[src/rtl/core_pkg.sv]
// core_pkg: shared pipeline-control types for the five-stage core
package core_pkg;
  typedef enum logic [1:0] {RUN = 2'd0, MEM_WAIT = 2'd1, FLUSH = 2'd2} state_e;
  localparam int IDEX_CTRL_W = 7;
endpackage

[src/rtl/hazard_ctrl_if.sv]
// hazard_ctrl_if: hazard inputs and pipeline-control outputs of the sequencing controller
interface hazard_ctrl_if #(parameter int CNT_W = 16);
  logic [4:0] ifid_rs1_i;
  logic [4:0] ifid_rs2_i;
  logic ifid_uses_rs2_i;
  logic idex_memread_i;
  logic [4:0] idex_rd_i;
  logic branch_taken_i;
  logic mem_req_i;
  logic mem_ready_i;
  logic pc_write_o;
  logic ifid_write_o;
  logic ifid_flush_o;
  logic idex_bubble_o;
  logic pipe_hold_o;
  logic [CNT_W-1:0] stall_cnt_o;
  logic [CNT_W-1:0] flush_cnt_o;
  logic mem_err_o;
  modport master (
    output ifid_rs1_i, ifid_rs2_i, ifid_uses_rs2_i, idex_memread_i, idex_rd_i,
           branch_taken_i, mem_req_i, mem_ready_i,
    input  pc_write_o, ifid_write_o, ifid_flush_o, idex_bubble_o, pipe_hold_o,
           stall_cnt_o, flush_cnt_o, mem_err_o
  );
  modport slave (
    input  ifid_rs1_i, ifid_rs2_i, ifid_uses_rs2_i, idex_memread_i, idex_rd_i,
           branch_taken_i, mem_req_i, mem_ready_i,
    output pc_write_o, ifid_write_o, ifid_flush_o, idex_bubble_o, pipe_hold_o,
           stall_cnt_o, flush_cnt_o, mem_err_o
  );
endinterface

[src/rtl/sat_counter.sv]
// sat_counter: up-counter that sticks at all-ones; clr wins over inc
module sat_counter #(parameter int W = 16) (
  input  logic         clk_i,
  input  logic         rst_i,
  input  logic         inc,
  input  logic         clr,
  output logic [W-1:0] q
);
  logic [W-1:0] cnt_q, cnt_d;
  always_comb cnt_d = clr ? '0 : (inc & ~&cnt_q) ? cnt_q + 1'b1 : cnt_q;
  always_ff @(posedge clk_i or negedge rst_i)
    if (!rst_i) cnt_q <= '0;
    else cnt_q <= cnt_d;
  assign q = cnt_q;
endmodule

[src/rtl/hazard_ctrl.sv]
// hazard_ctrl: arbitrates memory wait, taken-branch flush and load-use stall
// into PC / IF/ID / ID/EX enables, with stall/flush statistics and a timeout flag.
module hazard_ctrl import core_pkg::*; #(
  parameter int FLUSH_CYCLES = 1,
  parameter int MEM_TIMEOUT  = 255,
  parameter int CNT_W        = 16
) (
  input logic          clk_i,
  input logic          rst_i,
  hazard_ctrl_if.slave bus
);
  localparam logic [1:0]  FCNT_INIT = 2'(FLUSH_CYCLES - 1);
  localparam logic [15:0] WAIT_LAST = 16'(MEM_TIMEOUT - 1);
  state_e state_q, state_d;
  logic [1:0] fcnt_q, fcnt_d;
  logic mem_err_q, mem_err_d;
  logic [15:0] wcnt;
  logic memwait, load_use, hold, br_evt, pc_w, ifid_w, flush, bubble;
  always_comb begin
    memwait = bus.mem_req_i & ~bus.mem_ready_i;
    load_use = bus.idex_memread_i & (bus.idex_rd_i != 5'd0) &
               ((bus.idex_rd_i == bus.ifid_rs1_i) |
                (bus.ifid_uses_rs2_i & (bus.idex_rd_i == bus.ifid_rs2_i)));
    // once waiting, only ready releases the hold
    hold = (state_q == MEM_WAIT) ? ~bus.mem_ready_i : memwait;
    br_evt = ~hold & (state_q != FLUSH) & bus.branch_taken_i;
    pc_w = 1'b1;
    ifid_w = 1'b1;
    flush = 1'b0;
    bubble = 1'b0;
    state_d = state_q;
    fcnt_d = fcnt_q;
    if (hold) begin
      pc_w = 1'b0;
      ifid_w = 1'b0;
      state_d = (state_q == FLUSH) ? FLUSH : MEM_WAIT;
    end else if (state_q == FLUSH) begin
      flush = 1'b1;
      bubble = 1'b1;
      fcnt_d = fcnt_q - 2'd1;
      state_d = (fcnt_q == 2'd1) ? RUN : FLUSH;
    end else if (br_evt) begin
      flush = 1'b1;
      bubble = 1'b1;
      fcnt_d = FCNT_INIT;
      state_d = (FLUSH_CYCLES > 1) ? FLUSH : RUN;
    end else begin
      state_d = RUN;
      pc_w = ~load_use;
      ifid_w = ~load_use;
      bubble = load_use;
    end
    mem_err_d = mem_err_q | (hold & (wcnt == WAIT_LAST));
  end
  always_ff @(posedge clk_i or negedge rst_i)
    if (!rst_i) begin
      state_q <= RUN;
      fcnt_q <= '0;
      mem_err_q <= 1'b0;
    end else begin
      state_q <= state_d;
      fcnt_q <= fcnt_d;
      mem_err_q <= mem_err_d;
    end
  sat_counter #(.W(CNT_W)) u_stall (.clk_i, .rst_i, .inc(~pc_w), .clr(1'b0), .q(bus.stall_cnt_o));
  sat_counter #(.W(CNT_W)) u_flush (.clk_i, .rst_i, .inc(br_evt), .clr(1'b0), .q(bus.flush_cnt_o));
  sat_counter #(.W(16)) u_wait (.clk_i, .rst_i, .inc(hold), .clr(~hold), .q(wcnt));
  // reset forces a safe pipeline picture without waiting for a clock
  assign bus.pc_write_o = rst_i & pc_w;
  assign bus.ifid_write_o = rst_i & ifid_w;
  assign bus.pipe_hold_o = rst_i & hold;
  assign bus.ifid_flush_o = ~rst_i | flush;
  assign bus.idex_bubble_o = ~rst_i | bubble;
  assign bus.mem_err_o = mem_err_q;
endmodule

[src/flat_wrapper.sv]
// flat-port wrapper written by rule: the top's interface ports become plain ports
module hazard_ctrl_flat import core_pkg::*;
#(
  parameter int FLUSH_CYCLES = 1,
  parameter int MEM_TIMEOUT  = 255,
  parameter int CNT_W        = 16
)
  (clk_i, rst_i, bus_ifid_rs1_i, bus_ifid_rs2_i, bus_ifid_uses_rs2_i, bus_idex_memread_i, bus_idex_rd_i, bus_branch_taken_i, bus_mem_req_i, bus_mem_ready_i, bus_pc_write_o, bus_ifid_write_o, bus_ifid_flush_o, bus_idex_bubble_o, bus_pipe_hold_o, bus_stall_cnt_o, bus_flush_cnt_o, bus_mem_err_o);
  hazard_ctrl_if #(.CNT_W(CNT_W)) bus_i ();
  input logic clk_i;
  input logic rst_i;
  input wire logic [$bits(bus_i.ifid_rs1_i)-1:0] bus_ifid_rs1_i;
  input wire logic [$bits(bus_i.ifid_rs2_i)-1:0] bus_ifid_rs2_i;
  input wire logic [$bits(bus_i.ifid_uses_rs2_i)-1:0] bus_ifid_uses_rs2_i;
  input wire logic [$bits(bus_i.idex_memread_i)-1:0] bus_idex_memread_i;
  input wire logic [$bits(bus_i.idex_rd_i)-1:0] bus_idex_rd_i;
  input wire logic [$bits(bus_i.branch_taken_i)-1:0] bus_branch_taken_i;
  input wire logic [$bits(bus_i.mem_req_i)-1:0] bus_mem_req_i;
  input wire logic [$bits(bus_i.mem_ready_i)-1:0] bus_mem_ready_i;
  output wire logic [$bits(bus_i.pc_write_o)-1:0] bus_pc_write_o;
  output wire logic [$bits(bus_i.ifid_write_o)-1:0] bus_ifid_write_o;
  output wire logic [$bits(bus_i.ifid_flush_o)-1:0] bus_ifid_flush_o;
  output wire logic [$bits(bus_i.idex_bubble_o)-1:0] bus_idex_bubble_o;
  output wire logic [$bits(bus_i.pipe_hold_o)-1:0] bus_pipe_hold_o;
  output wire logic [$bits(bus_i.stall_cnt_o)-1:0] bus_stall_cnt_o;
  output wire logic [$bits(bus_i.flush_cnt_o)-1:0] bus_flush_cnt_o;
  output wire logic [$bits(bus_i.mem_err_o)-1:0] bus_mem_err_o;
  assign bus_i.ifid_rs1_i = bus_ifid_rs1_i;
  assign bus_i.ifid_rs2_i = bus_ifid_rs2_i;
  assign bus_i.ifid_uses_rs2_i = bus_ifid_uses_rs2_i;
  assign bus_i.idex_memread_i = bus_idex_memread_i;
  assign bus_i.idex_rd_i = bus_idex_rd_i;
  assign bus_i.branch_taken_i = bus_branch_taken_i;
  assign bus_i.mem_req_i = bus_mem_req_i;
  assign bus_i.mem_ready_i = bus_mem_ready_i;
  assign bus_pc_write_o = bus_i.pc_write_o;
  assign bus_ifid_write_o = bus_i.ifid_write_o;
  assign bus_ifid_flush_o = bus_i.ifid_flush_o;
  assign bus_idex_bubble_o = bus_i.idex_bubble_o;
  assign bus_pipe_hold_o = bus_i.pipe_hold_o;
  assign bus_stall_cnt_o = bus_i.stall_cnt_o;
  assign bus_flush_cnt_o = bus_i.flush_cnt_o;
  assign bus_mem_err_o = bus_i.mem_err_o;
  hazard_ctrl #(.FLUSH_CYCLES(FLUSH_CYCLES), .MEM_TIMEOUT(MEM_TIMEOUT), .CNT_W(CNT_W)) u_core (.clk_i(clk_i), .rst_i(rst_i), .bus(bus_i));
endmodule
[config.mk]
export PLATFORM = sky130hd
export DESIGN_NAME = hazard_ctrl_flat
export DESIGN_NICKNAME = d
export VERILOG_FILES = /design/src/rtl/core_pkg.sv /design/src/rtl/hazard_ctrl_if.sv /design/src/rtl/sat_counter.sv /design/src/rtl/hazard_ctrl.sv /design/src/flat_wrapper.sv
export SDC_FILE = /design/constraint.sdc
export NUM_CORES = 1
export LEC_CHECK = 0
export BUFFER_PORTS_ARGS = -buffer_cell sky130_fd_sc_hd__buf_4
export CORE_ASPECT_RATIO = 1.25
export CORE_UTILIZATION = 55
export DETAILED_ROUTE_END_ITERATION = 8
export GPL_ROUTABILITY_DRIVEN = 1
export HOLD_SLACK_MARGIN = 0.06
export PLACE_DENSITY = 0.82
export SETUP_SLACK_MARGIN = 0.15
export SYNTH_ARGS = -nofsm -noshare
export SYNTH_HDL_FRONTEND = slang
export SYNTH_SLANG_ARGS = --single-unit
[constraint.sdc]
create_clock -name clk_i -period 5.7 [get_ports clk_i]
set_input_delay 1.14 -clock clk_i [delete_from_list [all_inputs] [get_ports clk_i]]
set_output_delay 1.14 -clock clk_i [all_outputs]
set_load 0.03 [all_outputs]
==> results by group, run 1 <==
GRT
  – Tot GR Track Use: 0.229
  – Initial antenna violation count: 0
  – Remaining Overflow, GRT: 0
  – First-pass GRT wire length: 9510 µm
  – Largest net degree at the start of global routing: 57
  – Vias in the first global route: ~2200

Worst hold path
  – Hold path start: u_core.bus.mem_err_o$_DFF_PN0_
  – Hold path depth: 1
  – Hold path endpoint: u_core.bus.mem_err_o$_DFF_PN0_
  – HP Class: reg -> reg

Logic synthesis
  – Yosys top cell area share: 0.470
  – Post-Syn Area: 2820 µm²
  – Mean post-synth cell area: 10.5 µm²
  – EDFF count, synth: 0
  – Synth warn: 0
  – Synth area leaders: dfrtp_1 47%, xnor2_1 8.4%, xor2_1 7.1%, nand4_1 3.3%, nand2_1 2.9%
  – Register area share after synthesis: 0.470
  – Most used DFF post-synth: dfrtp_1
  – Synth unique cells: 50
  – Synthesized Nets: 296
  – Largest area contributor in the netlist: dfrtp_1
  – Flip-flop and latch count after synthesis: 53
  – Asr flop ratio synth: 1.00
  – Post-Synthesis Cells: 269

Drt
  – DRC Markers: 0
  – Pre-antenna DRT Iters: 4
  – Max layer used: met4
  – WL per Instance: 14.6 µm
  – DRT Wirelength: around 5700 µm
  – Routed Antenna Nets: 0
  – WL met1: roughly 2400 µm
  – Vias per inst: around 5.6
  – Met3 Routed Length: between 200 and 250 µm
  – Via count: 2196
  – Met2 WL: 2950 µm
  – Initial DRC count: approximately 170

Power and ir drop
  – Pleak: around 1.6 nW
  – Pwr/cell area: 275 nW/µm²
  – Peak supply drop: 335 µV

Place
  – Count of input and output buffers: 59
  – HPWL after detailed placement: 4160 µm
  – GP Congestion: 0.805
  – Worst slack at placement: 2.01 ns

Clock network
  – Clock root buffer: clkbuf_8
  – CTS tree: yes
  – CTS Sinks: 53
  – H-tree Lvls: 2
  – CTS max path bufs: 2
  – Post-CTS Resized: 0
  – Total CTS buffers: 5
  – Post-CTS setup buffers: 0
  – Hold bufs inserted after CTS: 0
  – Clock Latency Late Sink: 0.31 ns
  – Clk slew on worst S/H paths: 0.09 ns

Finish
  – Fin util: 0.701
  – Nets: between 300 and 400
  – Syn-to-layout area delta: 20.2%
  – Share of cells above drive strength 1: 0.270
  – Antenna cell count: 0
  – Most common library cell in the layout ignoring fill and taps: buf_4
  – Commonest non-fill, non-tap cells in the layout: 60 x buf_4, 53 x dfrtp_1, 27 x xnor2_1

Critical path
  – Setup crit end kind: output pin
  – R2R cell count: 6
  – R2r setup slk: 3.39 ns
  – WS Path Type: in -> out
  – CP startpoint kind: input port
  – WP data required: ~4.6 ns
  – Critical Path Max Stage Delay: 0.52 ns
  – Worst R2R End: u_core.u_stall.q[1]$_DFFE_PN0P_
  – Max FO, Critical Path: 3
  – Critical path, cell by cell: buf_4 -> or4_1 -> o21ai_0 -> nor2_1 -> o21ai_0 -> and2_1 -> buf_4
  – RR Startpoint: u_core.state_q[0]$_DFF_PN0_
  – Crit path DAT: ~2.5 ns
  – CP max stage cell: or4_1

Timing
  – FMAX: approximately 0.27 GHz
  – Final setup viols: 0
  – Setup TNS: 0 ns
  – Crit path time final: 3.68 ns
  – Fin. Hold Viols: 0
  – Max-slew headroom: 0.479
  – Tightest Pin Transition: 0.778 ns
  – RSZ-0062 raised after global routing: no
  – Slew Viols, Final: 0
  – Final period util: 0.645
  – Clk_skew: 0.0108 ns
  – Final WS setup: 2.02 ns

Floorplan
  – Chip width: ~66 µm
  – I/O pin count: 60
  – Core area: 4830 µm²
  – Row count: 28
  – Full die area: 5420 µm²
  – Die height: slightly above 80 µm
  – Initial Util: 0.583

Run status
  – Outcome: finished clean

Job
  – Max_cap viols: 0
-- synth_stat cells, drive strengths merged, types with 2 or more instances --
cell type,number
o21ai,7
ha,5
clkbuf,2
and4,3
or3,3
buf,5
or2,2
xor2,23
nand2b,3
nor4,7
mux2,2
a211oi,2
and3,12
and2,4
nor2,19
nand2,22
nor2b,2
a21oi,6
dfrtp,53
inv,8
nor3,5
nand3,14
xnor2,28
nand4,17
or4,2
-- where the power goes --
group | switching, mW | total (mW) | internal, mW
clock network | 0.127 | 0.214 | 0.0874
logic | 0.148 | 0.255 | 0.107
registers | 0.0486 | 0.462 | 0.413
-- layout make-up --
class,count,area [µm²]
clock buffer,5,68.8
timing repair buffer,60,450
tap,60,75.1
fill,374,1450
multi-input combinational,201,1420
sequential,53,1330
clock inverter,3,22.5
inverter,8,30.0
-- state kept, by name (all words and copies together), names as in the netlist --
register              count
u_core.u_flush.q         16
u_core.u_stall.q         16
u_core.u_wait.q          16
u_core.fcnt_q             2
u_core.state_q            2
u_core.bus.mem_err_o      1
-- through the flow --
step | area [µm²] | std cells | total power, mW | hold slack, ns
after floorplan | 2820 | 269 | 0.622 | 0.461
after global placement | 3300 | 382 | 0.720 | 0.454
after detailed placement | 3300 | 382 | 0.726 | 0.458
after CTS | 3390 | 390 | 0.942 | 0.479
after global routing | 3390 | 390 | 0.981 | 0.485
final | 3390 | 390 | 0.931 | 0.474
-- critical path: cells and delay by family --
family          cells  cell delay, ns
compound gates      2            0.34
buf+inv             2            0.30
simple gates        3            0.76
-- per-layer routing --
metal / up-vias / GRT usage
li1: 1065 / -
met1: 1072 / 0.268
met2: 48 / 0.404
met3: 11 / 0.0556
met4: 0 / 0.0830
met5: - / 0
-- worst max-delay path by stage --
stage                                start               end  slack, ns
final                     bus_idex_rd_i[0]  bus_ifid_write_o       2.02
after global routing      bus_idex_rd_i[0]  bus_ifid_write_o       1.91
after CTS                 bus_idex_rd_i[0]  bus_ifid_write_o       2.01
after detailed placement  bus_idex_rd_i[0]  bus_ifid_write_o       2.01
after global placement    bus_idex_rd_i[0]    bus_pc_write_o       2.03
after floorplan           bus_idex_rd_i[0]    bus_pc_write_o       2.01
-- kinds of logic (layout without fill, tap and decap cells) --
kind of cell	count (synthesis)	in the layout	synth area share
DFF	53	53	0.470
AOI/OAI and AO/OA	26	26	0.0692
buffers and inverters	15	76	0.0275
xor gates and xnor gates	51	51	0.161
muxes	2	2	0.00799
and+or+nand+nor	117	117	0.241
adders and majority gates	5	5	0.0222
Power figures use the tool's default switching activity.
==> run 2, diff against run 1 <==
- CORE_UTILIZATION: 55 -> 54
- PLACE_DENSITY: 0.82 -> 0.81
- clock period: 5.7 -> 3.6 ns (I/O delays scaled with it)
==> results by group, run 2 (synthesis gave the netlist of run 1 again) <==
Finish
  – Nets: 358
  – Final instance area: 3430 µm²
  – Share of cells above drive strength 1: 0.274
  – Commonest non-fill, non-tap cells in the layout: 62 x buf_4, 53 x dfrtp_1, 27 x xnor2_1
  – Most common library cell in the layout ignoring fill and taps: buf_4
  – Syn-to-layout area delta: 21.8%
  – Antenna cell count: 0
  – Fin cells: 394

GRT
  – Vias in the first global route: 2064
  – Remaining Overflow, GRT: 0
  – Initial antenna violation count: 0
  – Largest net degree at the start of global routing: 32
  – Tot GR Track Use: 0.224
  – First-pass GRT wire length: between 9000 and 10000 µm

Floorplan
  – Full die area: 5520 µm²
  – Chip width: 66.6 µm
  – Core area: just over 5000 µm²
  – I/O pin count: 60
  – Die height: 82.8 µm
  – Initial Util: 0.559
  – Row count: 29

Timing
  – Setup TNS: 0 ns
  – RSZ-0062 raised after global routing: no
  – FMAX: around 0.35 GHz
  – Final setup viols: 0
  – Fin. Hold Viols: 0
  – Max-slew headroom: 0.467
  – Crit path time final: 2.84 ns
  – Slew Viols, Final: 0
  – Clk_skew: around 0.0088 ns
  – Tightest Pin Transition: 0.797 ns
  – Final period util: 0.789

Run status
  – Outcome: complete, but fails checks
  – Violated checks: DRC

Drt
  – DRT Wirelength: 5630 µm
  – Met2 WL: 2920 µm
  – WL met1: around 2400 µm
  – Max layer used: met4
  – Met3 Routed Length: 181 µm
  – WL per Instance: ~14 µm
  – Via count: 2176
  – Pre-antenna DRT Iters: 6
  – Routed Antenna Nets: 0
  – DRC Markers: 2
  – Initial DRC count: approximately 150
  – Vias per inst: 5.52

Job
  – Max_cap viols: 0

Clock network
  – Clock root buffer: clkbuf_8
  – Post-CTS setup buffers: 0
  – H-tree Lvls: 2
  – Clk slew on worst S/H paths: 0.10 ns
  – Clock Latency Late Sink: 0.31 ns
  – Post-CTS Resized: 0
  – CTS tree: yes
  – Hold bufs inserted after CTS: 0
  – CTS max path bufs: 2
  – CTS Sinks: 53
  – Total CTS buffers: 5

Critical path
  – Setup crit end kind: output pin
  – WP data required: 2.88 ns
  – CP max stage cell: or4_1
  – Crit path DAT: around 2.1 ns
  – Max FO, Critical Path: 3
  – CP startpoint kind: input port
  – Worst path top cell family by delay: simple AND/OR/NAND/NOR gates
  – Critical Path Max Stage Delay: 0.50 ns
  – WS Path Type: in -> out
  – Critical path buffer and inverter count: 2
  – Critical path, cell by cell: buf_4 -> or4_1 -> o21ai_0 -> nor2_1 -> o21ai_0 -> and2_1 -> buf_4

Power and ir drop
  – Peak supply drop: 427 µV
  – Post-layout power: ~1.6 mW
  – Pwr/cell area: 456 nW/µm²
  – Pleak: 1.59 nW

Worst hold path
  – HP Class: in -> async

Place
  – Post-DP Area: about 3300 µm²
  – Placed instance count: between 300 and 400
  – HPWL after detailed placement: 4160 µm
  – GP Congestion: 0.865
  – Count of input and output buffers: 59
run 2: changes by cell type in the layout (fill, tap and decap cells not counted):
cell and change:
buf_4 +2, clkinv_4 -2, bufinv_16 +1, clkbuf_8 +1, clkinv_2 -1, clkinvlp_4 +1
run 2: area by class of cell:
type | count | area, µm²
Sequential cell | 53 | 1330
Fill cell | 425 | 1610
Inverter | 8 | 30.0
Tap cell | 62 | 77.6
Clock buffer | 6 | 82.6
Clock inverter | 2 | 37.5
Multi-Input combinational cell | 201 | 1420
Timing Repair Buffer | 62 | 465
run 2: through the flow:
| stage | hold slack (ns) | setup WS (ns) | utilization |
|---|---|---|---|
| 6_report | 0.318 | 0.760 | 0.681 |
| 5_1_grt | 0.335 | 0.675 | 0.681 |
| 4_1_cts | 0.326 | 0.777 | 0.681 |
| 3_5_place_dp | 0.466 | 0.784 | 0.657 |
| 3_3_place_gp | 0.453 | 0.755 | 0.657 |
| 2_1_floorplan | 0.424 | 0.749 | - |
run 2: final timing paths:
check / startpoint / end / slack [ns] / cells after the start
min: rst_i / u_core.u_stall.q[12]$_DFFE_PN0P_ / 0.32 / 1
min reg2reg: u_core.bus.mem_err_o$_DFF_PN0_ / u_core.bus.mem_err_o$_DFF_PN0_ / 0.49 / 1
min in group clk_i: u_core.bus.mem_err_o$_DFF_PN0_ / u_core.bus.mem_err_o$_DFF_PN0_ / 0.49 / 1
max reg2reg: u_core.u_stall.q[0]$_DFFE_PN0P_ / u_core.u_stall.q[1]$_DFFE_PN0P_ / 1.40 / 6
max in group asynchronous: rst_i / u_core.u_wait.q[7]$_DFFE_PN0P_ / 2.60 / 2
max: bus_idex_rd_i[0] / bus_pc_write_o / 0.76 / 7
run 2: report_power, final:
part	internal, mW	switching (mW)
sequential	0.655	0.0789
clock	0.226	0.195
combinational	0.172	0.240
run 2: worst reg2reg max path, cell delays in order (launching register included):
cell and delay, ns:
dfrtp_1 0.42, ha_1 0.24, nand3_1 0.08, or4_1 0.13
o21ai_0 0.15, a211oi_4 0.67, mux2_2 0.41
run 2: routing by layer:
layer | vias up | track usage
met5 | - | 0
met4 | 0 | 0.0830
met3 | 8 | 0.0410
met2 | 44 | 0.383
met1 | 1056 | 0.280
li1 | 1068 | -
==> run 3, diff against run 2 <==
- clock period: 3.6 -> 2.82 ns (I/O delays scaled with it)
==> results by group, run 3 (synthesis gave the netlist of run 1 again) <==
Job
  – Max_cap viols: 0

Drt
  – DRT Wirelength: 5590 µm
  – Routed Antenna Nets: 0
  – Via count: roughly 2200
  – DRC Markers: 2
  – Initial DRC count: 143
  – Pre-antenna DRT Iters: 6
  – WL per Instance: approximately 14 µm
  – Vias per inst: 5.52

Finish
  – Nets: 359
  – Most common library cell in the layout ignoring fill and taps: buf_4
  – Commonest non-fill, non-tap cells in the layout: 63 x buf_4, 53 x dfrtp_1, 27 x xnor2_1
  – Fin cells: 395
  – Share of cells above drive strength 1: 0.279
  – Antenna cell count: 0
  – Syn-to-layout area delta: 22.4%

Timing
  – Crit path time final: approximately 2.5 ns
  – Clk_skew: 0.00579 ns
  – Max-slew headroom: 0.553
  – Fin. Hold Viols: 0
  – FMAX: 0.396 GHz
  – Final WS setup: 0.297 ns
  – RSZ-0062 raised after global routing: no
  – Slew Viols, Final: 0
  – Hold slack final: 0.165 ns
  – Setup TNS: 0 ns
  – Tightest Pin Transition: roughly 0.66 ns
  – Final setup viols: 0
  – Final period util: 0.895

Critical path
  – R2R cell count: 6
  – Crit path DAT: between 1.5 and 2 ns
  – R2r setup slk: approximately 0.66 ns
  – WP data required: 2.26 ns
  – Most used cell, CP: buf_4
  – Worst Setup SP: bus_idex_rd_i[2]
  – Worst R2R End: u_core.u_wait.q[14]$_DFFE_PN0P_
  – Setup crit end kind: output pin
  – Critical Path Max Stage Delay: 0.34 ns
  – Critical path, cell by cell: buf_4 -> xor2_1 -> nor4_2 -> a32oi_2 -> nor2_1 -> o21ai_0 -> and2_1 -> buf_4
  – CP max stage cell: nor4_2
  – WS Path Type: in -> out
  – Max FO, Critical Path: 3
  – RR Startpoint: u_core.u_wait.q[6]$_DFFE_PN0P_
  – CP startpoint kind: input port

GRT
  – First-pass GRT wire length: 9250 µm
  – Initial antenna violation count: 0
  – Tot GR Track Use: 0.223
  – Remaining Overflow, GRT: 0
  – Vias in the first global route: 2058
  – Largest net degree at the start of global routing: 31

Place
  – Worst slack at placement: 0.273 ns
  – GP Congestion: 0.869
  – Count of input and output buffers: 59
  – Placed instance count: just under 400
  – HPWL after detailed placement: 4080 µm

Clock network
  – Clk slew on worst S/H paths: ~0.10 ns
  – CTS max path bufs: 2
  – Total CTS buffers: 5
  – Clock Latency Late Sink: around 0.30 ns
  – CTS tree: yes
  – CTS Sinks: 53
  – H-tree Lvls: 2
  – Clock root buffer: clkbuf_8

Run status
  – Outcome: complete, but fails checks
  – Violated checks: DRC

Floorplan
  – Initial Util: 0.559
  – I/O pin count: 60
  – Core area: around 5000 µm²
  – Full die area: approximately 5500 µm²
  – Die height: about 83 µm
  – Row count: 29
  – Chip width: 66.6 µm

Power and ir drop
  – Pwr/cell area: 577 nW/µm²
  – Peak supply drop: 448 µV
  – Pleak: 1.59 nW

Worst hold path
  – HP Class: in -> async
run 3: cell count changes in the layout (fill, tap and decap cells not counted), sizes merged:
cell	before	now
buf	62	63
run 3: routing by layer:
layer	global-route usage	wire length (µm)	part of all wire
met5	0	0	0
met2	0.384	2850	0.51
met3	0.0464	208	0.037
met1	0.280	2460	0.44
met4	0.0638	65	0.012
run 3: per-stage QoR:
stage	utilization	instance area, µm²	total power [mW]
detailed placement	0.657	3310	1.47
floorplan	-	2820	1.26
finish	0.684	3450	1.99
CTS	0.681	3430	2.01
global route	0.684	3450	2.09
global placement	0.657	3310	1.46
run 3: report_power, final:
part           switching [mW]  internal (mW)  total, mW
registers              0.0983          0.836      0.934
logic                   0.302          0.220      0.522
clock network           0.246          0.289      0.535
total                   0.647           1.34       1.99
run 3: layout make-up:
type,count,area (µm²)
fillers,398,1590
clock inverters,2,37.5
multi-input cells,201,1420
flip-flops and latches,53,1330
repair buffers,63,473
clock buffers,6,82.6
inverters,8,30.0
well taps,62,77.6
run 3: timing repair:
item,in CTS,in global routing
resized for setup,0,2
buffers inserted,0,1
endpoints found under the setup margin,0,2
hold buffers,0,0
run 3: worst max-delay path by stage:
stage,to,slack [ns],cells past startpoint
2_1_floorplan,bus_pc_write_o,0.28,6
3_3_place_gp,bus_pc_write_o,0.30,7
3_5_place_dp,bus_pc_write_o,0.27,7
4_1_cts,bus_pc_write_o,0.26,7
5_1_grt,bus_ifid_write_o,0.18,8
6_report,bus_pc_write_o,0.30,8
run 3: worst max-delay path, delay by kind of cell:
| family | cells | cell delay (ns) |
|---|---|---|
| AOI/OAI and AO/OA | 2 | 0.26 |
| xor gates and xnor gates | 1 | 0.16 |
| buffers and inverters | 2 | 0.28 |
| and+or+nand+nor | 3 | 0.69 |
